==> config.mk <==
export PLATFORM = sky130hd
export DESIGN_NAME = adder_share_ctrl
export DESIGN_NICKNAME = d
export VERILOG_FILES = /design/src/rtl/adder_share_pkg.sv /design/src/rtl/adder_share_ctrl_rr_arb2.sv /design/src/rtl/adder_share_ctrl.sv
export SDC_FILE = /design/constraint.sdc
export NUM_CORES = 1
export LEC_CHECK = 0
export ABC_AREA = 0
export BUFFER_PORTS_ARGS = -buffer_cell sky130_fd_sc_hd__buf_2
export CAP_MARGIN = 20
export CORE_AREA = 2 2 204 206
export CTS_CLUSTER_SIZE = 12
export DETAILED_ROUTE_END_ITERATION = 8
export DIE_AREA = 0 0 206 208
export PLACE_DENSITY_LB_ADDON = 0.05
export SLEW_MARGIN = 40
export SYNTH_ARGS = -nofsm -noshare
export SYNTH_HDL_FRONTEND = slang
export SYNTH_SLANG_ARGS = --single-unit
export TNS_END_PERCENT = 10
==> constraint.sdc <==
create_clock -name clk -period 4.28 [get_ports clk]
set_input_delay 0.214 -clock clk [delete_from_list [all_inputs] [get_ports clk]]
set_output_delay 0.214 -clock clk [all_outputs]
set_load 0.01 [all_outputs]
==> src/rtl/adder_share_pkg.sv <==
// Shared types and constants for the round-robin adder-sharing controller.
package adder_share_pkg;

  localparam int DEFAULT_WIDTH = 64;
  localparam int CNT_W         = 4;

  typedef enum logic [1:0] {
    IDLE   = 2'b00,
    SETTLE = 2'b01,
    RESP   = 2'b10
  } state_e;

endpackage

==> src/rtl/adder_share_ctrl_rr_arb2.sv <==
// Two-way round-robin pick: a lone requester wins, a contended pick goes to the
// requester that did not win last time.
module rr_arb2 (
  input  logic valid0,
  input  logic valid1,
  input  logic last_winner,
  output logic grant
);

  always_comb begin
    if (valid0 && valid1) grant = ~last_winner;
    else                  grant = valid1;
  end

endmodule

==> src/rtl/adder_share_ctrl.sv <==
// Time-shares one external ripple-carry adder between two requesters, holding the
// accepted operands for SETTLE_CYCLES before sampling the adder's result.
module adder_share_ctrl
  import adder_share_pkg::*;
#(
  parameter int WIDTH         = DEFAULT_WIDTH,
  parameter int SETTLE_CYCLES = 4
) (
  input  logic             clk,
  input  logic             rst_n,
  input  logic             req0_valid,
  output logic             req0_ready,
  input  logic [WIDTH-1:0] req0_a,
  input  logic [WIDTH-1:0] req0_b,
  input  logic             req1_valid,
  output logic             req1_ready,
  input  logic [WIDTH-1:0] req1_a,
  input  logic [WIDTH-1:0] req1_b,
  output logic             rsp0_valid,
  input  logic             rsp0_ready,
  output logic             rsp1_valid,
  input  logic             rsp1_ready,
  output logic [WIDTH-1:0] rsp_sum,
  output logic             rsp_cout,
  output logic             rsp_overflow,
  output logic [WIDTH-1:0] add_a,
  output logic [WIDTH-1:0] add_b,
  input  logic [WIDTH-1:0] add_sum,
  input  logic             add_cout,
  input  logic             add_overflow,
  output logic             busy
);

  if (SETTLE_CYCLES < 1 || SETTLE_CYCLES > 15) begin : g_bad_settle
    $error("adder_share_ctrl: SETTLE_CYCLES must be in 1..15");
  end

  localparam logic [CNT_W-1:0] CNT_LOAD = CNT_W'(SETTLE_CYCLES - 1);

  state_e             state_q, state_d;
  logic [CNT_W-1:0]   cnt_q, cnt_d;
  logic               owner_q, owner_d;
  logic               last_winner_q, last_winner_d;
  logic [WIDTH-1:0]   op_a_q, op_a_d;
  logic [WIDTH-1:0]   op_b_q, op_b_d;
  logic [WIDTH-1:0]   sum_q, sum_d;
  logic               cout_q, cout_d;
  logic               ovf_q, ovf_d;

  logic               grant;
  logic               accept;
  logic               rsp_take;

  rr_arb2 u_arb (
    .valid0      (req0_valid),
    .valid1      (req1_valid),
    .last_winner (last_winner_q),
    .grant       (grant)
  );

  // grant always names a valid requester when at least one is valid.
  assign accept   = (state_q == IDLE) && (req0_valid || req1_valid);
  assign rsp_take = (state_q == RESP) && (owner_q ? rsp1_ready : rsp0_ready);

  always_ff @(posedge clk or negedge rst_n) begin
    // NOTE: state uses non-blocking assignments so every register samples
    // pre-edge values regardless of statement order.
    if (!rst_n) begin
      state_q       <= IDLE;
      cnt_q         <= '0;
      owner_q       <= 1'b0;
      last_winner_q <= 1'b1;
      op_a_q        <= '0;
      op_b_q        <= '0;
      sum_q         <= '0;
      cout_q        <= 1'b0;
      ovf_q         <= 1'b0;
    end else begin
      state_q       <= state_d;
      cnt_q         <= cnt_d;
      owner_q       <= owner_d;
      last_winner_q <= last_winner_d;
      op_a_q        <= op_a_d;
      op_b_q        <= op_b_d;
      sum_q         <= sum_d;
      cout_q        <= cout_d;
      ovf_q         <= ovf_d;
    end
  end

  always_comb begin
    // NOTE: each _d starts from its _q, so branches that leave it untouched
    // hold the register instead of inferring a latch.
    state_d       = state_q;
    cnt_d         = cnt_q;
    owner_d       = owner_q;
    last_winner_d = last_winner_q;
    op_a_d        = op_a_q;
    op_b_d        = op_b_q;
    sum_d         = sum_q;
    cout_d        = cout_q;
    ovf_d         = ovf_q;

    case (state_q)
      IDLE: begin
        if (accept) begin
          owner_d = grant;
          op_a_d  = grant ? req1_a : req0_a;
          op_b_d  = grant ? req1_b : req0_b;
          cnt_d   = CNT_LOAD;
          state_d = SETTLE;
        end
      end
      SETTLE: begin
        if (cnt_q == '0) begin
          sum_d   = add_sum;
          cout_d  = add_cout;
          ovf_d   = add_overflow;
          state_d = RESP;
        end else begin
          cnt_d = cnt_q - CNT_W'(1);
        end
      end
      RESP: begin
        // Fairness is tied to completion, so a stalled owner does not lose its turn.
        if (rsp_take) begin
          last_winner_d = owner_q;
          state_d       = IDLE;
        end
      end
      default: state_d = IDLE;
    endcase
  end

  always_comb begin
    req0_ready = (state_q == IDLE) && req0_valid && !grant;
    req1_ready = (state_q == IDLE) && req1_valid &&  grant;
    rsp0_valid = (state_q == RESP) && !owner_q;
    rsp1_valid = (state_q == RESP) &&  owner_q;
    busy       = (state_q != IDLE);
  end

  assign add_a        = op_a_q;
  assign add_b        = op_b_q;
  assign rsp_sum      = sum_q;
  assign rsp_cout     = cout_q;
  assign rsp_overflow = ovf_q;

endmodule

# Word-level counts from Yosys, hierarchy flattened

Index checks and enable logic that the tools add are counted.
Widths: inputs -> output; s select.

Bits in registers: 202
Output and inout bits: 199

Bitwise operators: 1
Reduce and logical (&&, ||, !) cells: 21
Eq/ne operators: 6
Add/sub/neg operators: 1
Muxes and demuxes: 11

Operators with widths:

| operator            | number |
|---|---|
| $mux 64             | 2 |
| $logic_and 1x1->1   | 9 |
| $mux 4              | 2 |
| $ne 2x2->1 const B  | 4 |
| $pmux 4 s2          | 1 |
| $mux 2              | 3 |
| $pmux 2 s3          | 1 |
| $reduce_and 2->1    | 3 |
| $reduce_and 3->1    | 2 |
| $logic_not 4->1     | 1 |
| $reduce_bool 2->1   | 2 |
| $sub 4x1->4 const B | 1 |
| $eq 2x1->1 const B  | 1 |
| $eq 2x2->1 const B  | 1 |
| $logic_not 1->1     | 2 |
| $logic_not 2->1     | 1 |
| $mux 1              | 2 |
| $logic_or 1x1->1    | 1 |
| $not 1->1           | 1 |

# Longest topological paths before layout

Depth in word-level cells: 4
Depth in mapped cells: 7

# Hierarchy

A second synthesis with hierarchy kept.

Cell total of the unflattened synthesis: 759
Area, all modules: 10239.8 sq um

Modules (own cells, without submodules):

| module           | seq. area each (sq um) | times used | area each (sq um) | cells each |
|---|---|---|---|---|
| adder_share_ctrl | 5056.1                 | 1          | 10228.6           | 758 |
| rr_arb2          | 0.0                    | 1          | 11.3              | 1 |

# Least setup slack after synthesis

OpenSTA, ideal clock, no wires.

Path kind: reg-to-reg
Start: reg cnt_q[0]
End: reg sum_q[34], in the netlist rsp_sum[34]
Cell stages (with the launch flop): 8
Buffers on the path: 2
Setup time: 128 ps
Data required time: 4152 ps
Path slack: 2636 ps
Arrival time: 1516 ps
Path through: dfrtp_1 -> inv_1 -> ha_1 -> nor3b_2 -> nand2_1 -> buf_6 -> buf_4 -> mux2_1

Cells in the longest elaborated chain, start to end: 2

RTL lines:

| element                    | RTL line                | source |
|---|---|---|
| start, declared            | adder_share_ctrl.sv:41  | `logic [CNT_W-1:0] cnt_q, cnt_d;` |
| start signal, assigned     | adder_share_ctrl.sv:80  | `cnt_q <= cnt_d;` |
| $logic_not 4->1            | adder_share_ctrl.sv:115 | `if (cnt_q == '0) begin` |
| $reduce_and 2->1 (no line) | -                       |  |
| end signal, assigned       | adder_share_ctrl.sv:85  | `sum_q <= sum_d;` |
| end, declared              | adder_share_ctrl.sv:46  | `logic [WIDTH-1:0] sum_q, sum_d;` |

No other way between the ends.
A chain may end at the register's enable or synchronous reset.

# Worst setup path in the final report

Start: reg state_q[1]
End: reg op_b_q[49], in the netlist add_b[49]

Cells in the longest elaborated chain, start to end: 3

RTL lines:

| element                      | RTL line                                        | source |
|---|---|---|
| start, declared              | adder_share_ctrl.sv:40                          | `state_e state_q, state_d;` |
| start signal, assigned       | adder_share_ctrl.sv:79                          | `state_q <= state_d;` |
| $logic_not 2->1 *            | adder_share_ctrl.sv:62, adder_share_ctrl.sv:104 |  |
| $logic_and 1x1->1            | adder_share_ctrl.sv:62                          | `assign accept = (state_q == IDLE) && (req0_valid \|\| req1_valid);` |
| $reduce_and 2->1 (no line) * | -                                               |  |
| end signal, assigned         | adder_share_ctrl.sv:84                          | `op_b_q <= op_b_d;` |
| end, declared                | adder_share_ctrl.sv:45                          | `logic [WIDTH-1:0] op_b_q, op_b_d;` |

Every way passes the cells marked *; elsewhere a longest branch is shown, timed or not.

==> results.py <==
metrics = {
    "status": {
        "status": "completed",
    },
    "synth": {
        "synth-edff-count": 0,
        "synth_area_per_cell_um2": 10.5,
        "synth_top_cell_area_share_pct": 53.0,
        "yosys_warnings": 0,
        "synth_area_mm2": 0.00949,
        "synth_seq_cells": 202,
        "synth_cell_types": 36,
        "synth.area.top_cells": "dfrtp_1, a31oi_2, nand2_1",
        "ys.flop_type": "dfrtp_1",
        "netlist_instances": 901,
        "ys_seq_area_share_pct": 53.3,
        "yosys.area.top_type": "dfrtp_1",
        "synthArstFlopShare_pct": 100,
        "synth.net_count": 1231,
    },
    "worst_setup_path": {
        "start_kind": "flop",
        "crit_path_end_kind": "flop",
        "cp_max_fo": 76,
        "path_buf_inv": 3,
        "path_class": "flop to flop",
        "crit_slowest_cell": "buf_6",
        "required_ps": 4760,
        "path_cells": "nor2_4 -> buf_4 -> buf_6 -> a21oi_1 -> a31oi_2 -> dlygate4sd3_1",
        "worstPathArrival_ps": 3310,
        "crit_family": "buffers and inverters",
        "rrSetupSlack_ps": 1450,
        "max_stage_delay_ps": 620,
    },
    "floorplan": {
        "die_area_mm2": 0.0428,
        "start_util_pct": 23.4,
        "ioPinCount": 527,
        "rows": 74,
        "fp.dieW_um": 206,
        "core-area_mm2": 0.0406,
        "die_y_um": 208,
    },
    "sta": {
        "final.period_utilization_pct": 66.2,
        "setup_tns_ps": 0,
        "tightestPinTransition_ps": 808,
        "maxSlewHeadroom_pct": 46.1,
        "fin_worst_skew_ps": 6.49,
        "slew_viol_final": 0,
        "rsz0062_at_grt": "false",
        "setup_viol": 0,
        "max_freq_mhz": 353,
        "min_period_ps": 2830,
        "hold_viol": 0,
    },
    "clock_tree": {
        "cts_made_buffers": 27,
        "cts_root_buffer": "clkbuf_16",
        "clk_latency_ps": 540,
        "clock_sinks": 202,
        "clkTransAtPathRegs_ps": 60,
        "postCtsResizedCells": 0,
        "h-tree-depth": 1,
        "cts_tree": "built",
        "cts_max_path_buffers": 3,
    },
    "routing": {
        "dr.pass1.iters": 5,
        "wire_per_inst_um": 18.1,
        "ant_nets": 0,
        "wl_met3_um": 2800,
        "wirelength_um": 41000,
        "drc": 0,
        "via_per_inst": 4.42,
        "dr_wl_met2_um": 20700,
        "drtIter0Drc": 363,
        "met1_length_um": 16000,
        "top_layer_used": "met5",
        "via_count": 10000,
    },
    "hold_path": {
        "hold_path_class": "input port to flop",
    },
    "placement": {
        "port_buffers": 526,
        "gp_congestion": 0.758,
        "hpwlAfterDp_um": 26800,
    },
    "global_route": {
        "grt_pass1_wl_um": 62300,
        "globalRoute.totalOverflow": 0,
        "grt_start_max_net_pins": 116,
        "antenna_found_initial": 9,
        "track_usage_pct": 18.6,
        "grt_pass1_vias": 10800,
    },
    "power": {
        "power_density_mw_per_mm2": 672,
        "power_mw": 11.2,
        "p_leak_nw": 7.49,
        "vdd_ir_drop_max_mv": 0.350,
    },
    "job": {
        "max_cap_violations": 0,
    },
    "final_layout": {
        "syn_to_final_growth_pct": 74.9,
        "drive_above_1_share_pct": 41.0,
        "fin_nets": 2044,
        "final_common_cell": "buf_2",
        "final_cell_mix": "buf_2, dlygate4sd3_1, nand2_1, dfrtp_1, a21oi_1",
    },
}
-- per-layer routing --
| metal | track usage [%] | vias to the layer above |
|---|---|---|
| li1 | - | 4789 |
| met1 | 21.4 | 4797 |
| met2 | 32.9 | 349 |
| met3 | 4.59 | 71 |
| met4 | 6.92 | 8 |
| met5 | 0 | - |
-- cell families (layout without fill, tap and decap cells) --
group | after synthesis | count (layout) | share of synthesized area, %
AND/OR/NAND/NOR | 275 | 275 | 11.3
AO/OA/AOI/OAI | 268 | 268 | 21.7
flip-flops | 202 | 202 | 53.3
buffers and inverters | 84 | 913 | 5.10
multiplexers | 70 | 70 | 8.28
adder cells (fa/ha/maj) | 2 | 2 | 0.264
other | 0 | 5 | 0
-- repair_timing --
action	4_1_cts	5_1_grt
hold endpoints to repair	279	0
buffers inserted	0	0
hold buffers	325	0
-- registers in the layout, indices dropped and copies added (netlist names), 2 cells and up --
name,count
add_a,64
cnt_q,4
add_b,64
state_q,2
rsp_sum,64
-- layout make-up --
| class | count | area, um2 |
|---|---|---|
| Antenna cell | 5 | 12.5 |
| Multi-Input combinational cell | 615 | 3980 |
| Timing Repair Buffer | 864 | 6060 |
| Fill cell | 4146 | 24000 |
| Sequential cell | 202 | 5060 |
| Tap cell | 532 | 666 |
| Clock inverter | 3 | 18.8 |
| Inverter | 4 | 15.0 |
| Clock buffer | 42 | 792 |
-- stage by stage --
step	area (um2)	std cells	utilization, %	hold WS [ps]	worst slack, ps
global placement	12500	1891	30.8	355	1800
global route	16600	2266	40.9	35.8	1260
finish	16600	2267	40.9	33.7	1450
detailed placement	12500	1891	30.8	342	2020
floorplan	9490	901	-	-81.6	2640
CTS	16600	2261	40.9	2.12	1470
-- worst min-delay path, cell delays in order --
cell and delay, ps:
buf_2 90, mux2_2 150, o21ai_0 70
-- power breakdown --
part           internal [mW]  switching, mW
Combinational           2.91           2.73
Sequential              2.89          0.507
Clock                   1.25          0.868
Total                   7.05           4.10
-- path summary, 6_finish.rpt --
check,end,from,cells past startpoint
min,state_q[1]$_DFFE_PN0P_,rsp1_ready,3
min in group asynchronous,rsp_sum[37]$_DFFE_PN0P_,rst_n,2
max in group asynchronous,add_a[45]$_DFFE_PN0P_,rst_n,4
min reg2reg,rsp_sum[60]$_DFFE_PN0P_,rsp_sum[60]$_DFFE_PN0P_,1
max,add_b[49]$_DFFE_PN0P_,state_q[1]$_DFFE_PN0P_,6
max reg2reg,add_b[49]$_DFFE_PN0P_,state_q[1]$_DFFE_PN0P_,6
-- synthesized netlist by cell type, types with 3 or more instances --
cell type  count
a21oi_1      132
nor2_1         3
mux2_1        29
buf_1          6
dfrtp_1      201
a31oi_1       42
nand2_1      258
buf_8          9
a31oi_2       86
buf_2         20
inv_1          4
buf_4          3
clkbuf_1      39
mux2_2        39
No activity file was read; power rests on OpenSTA's default activity.
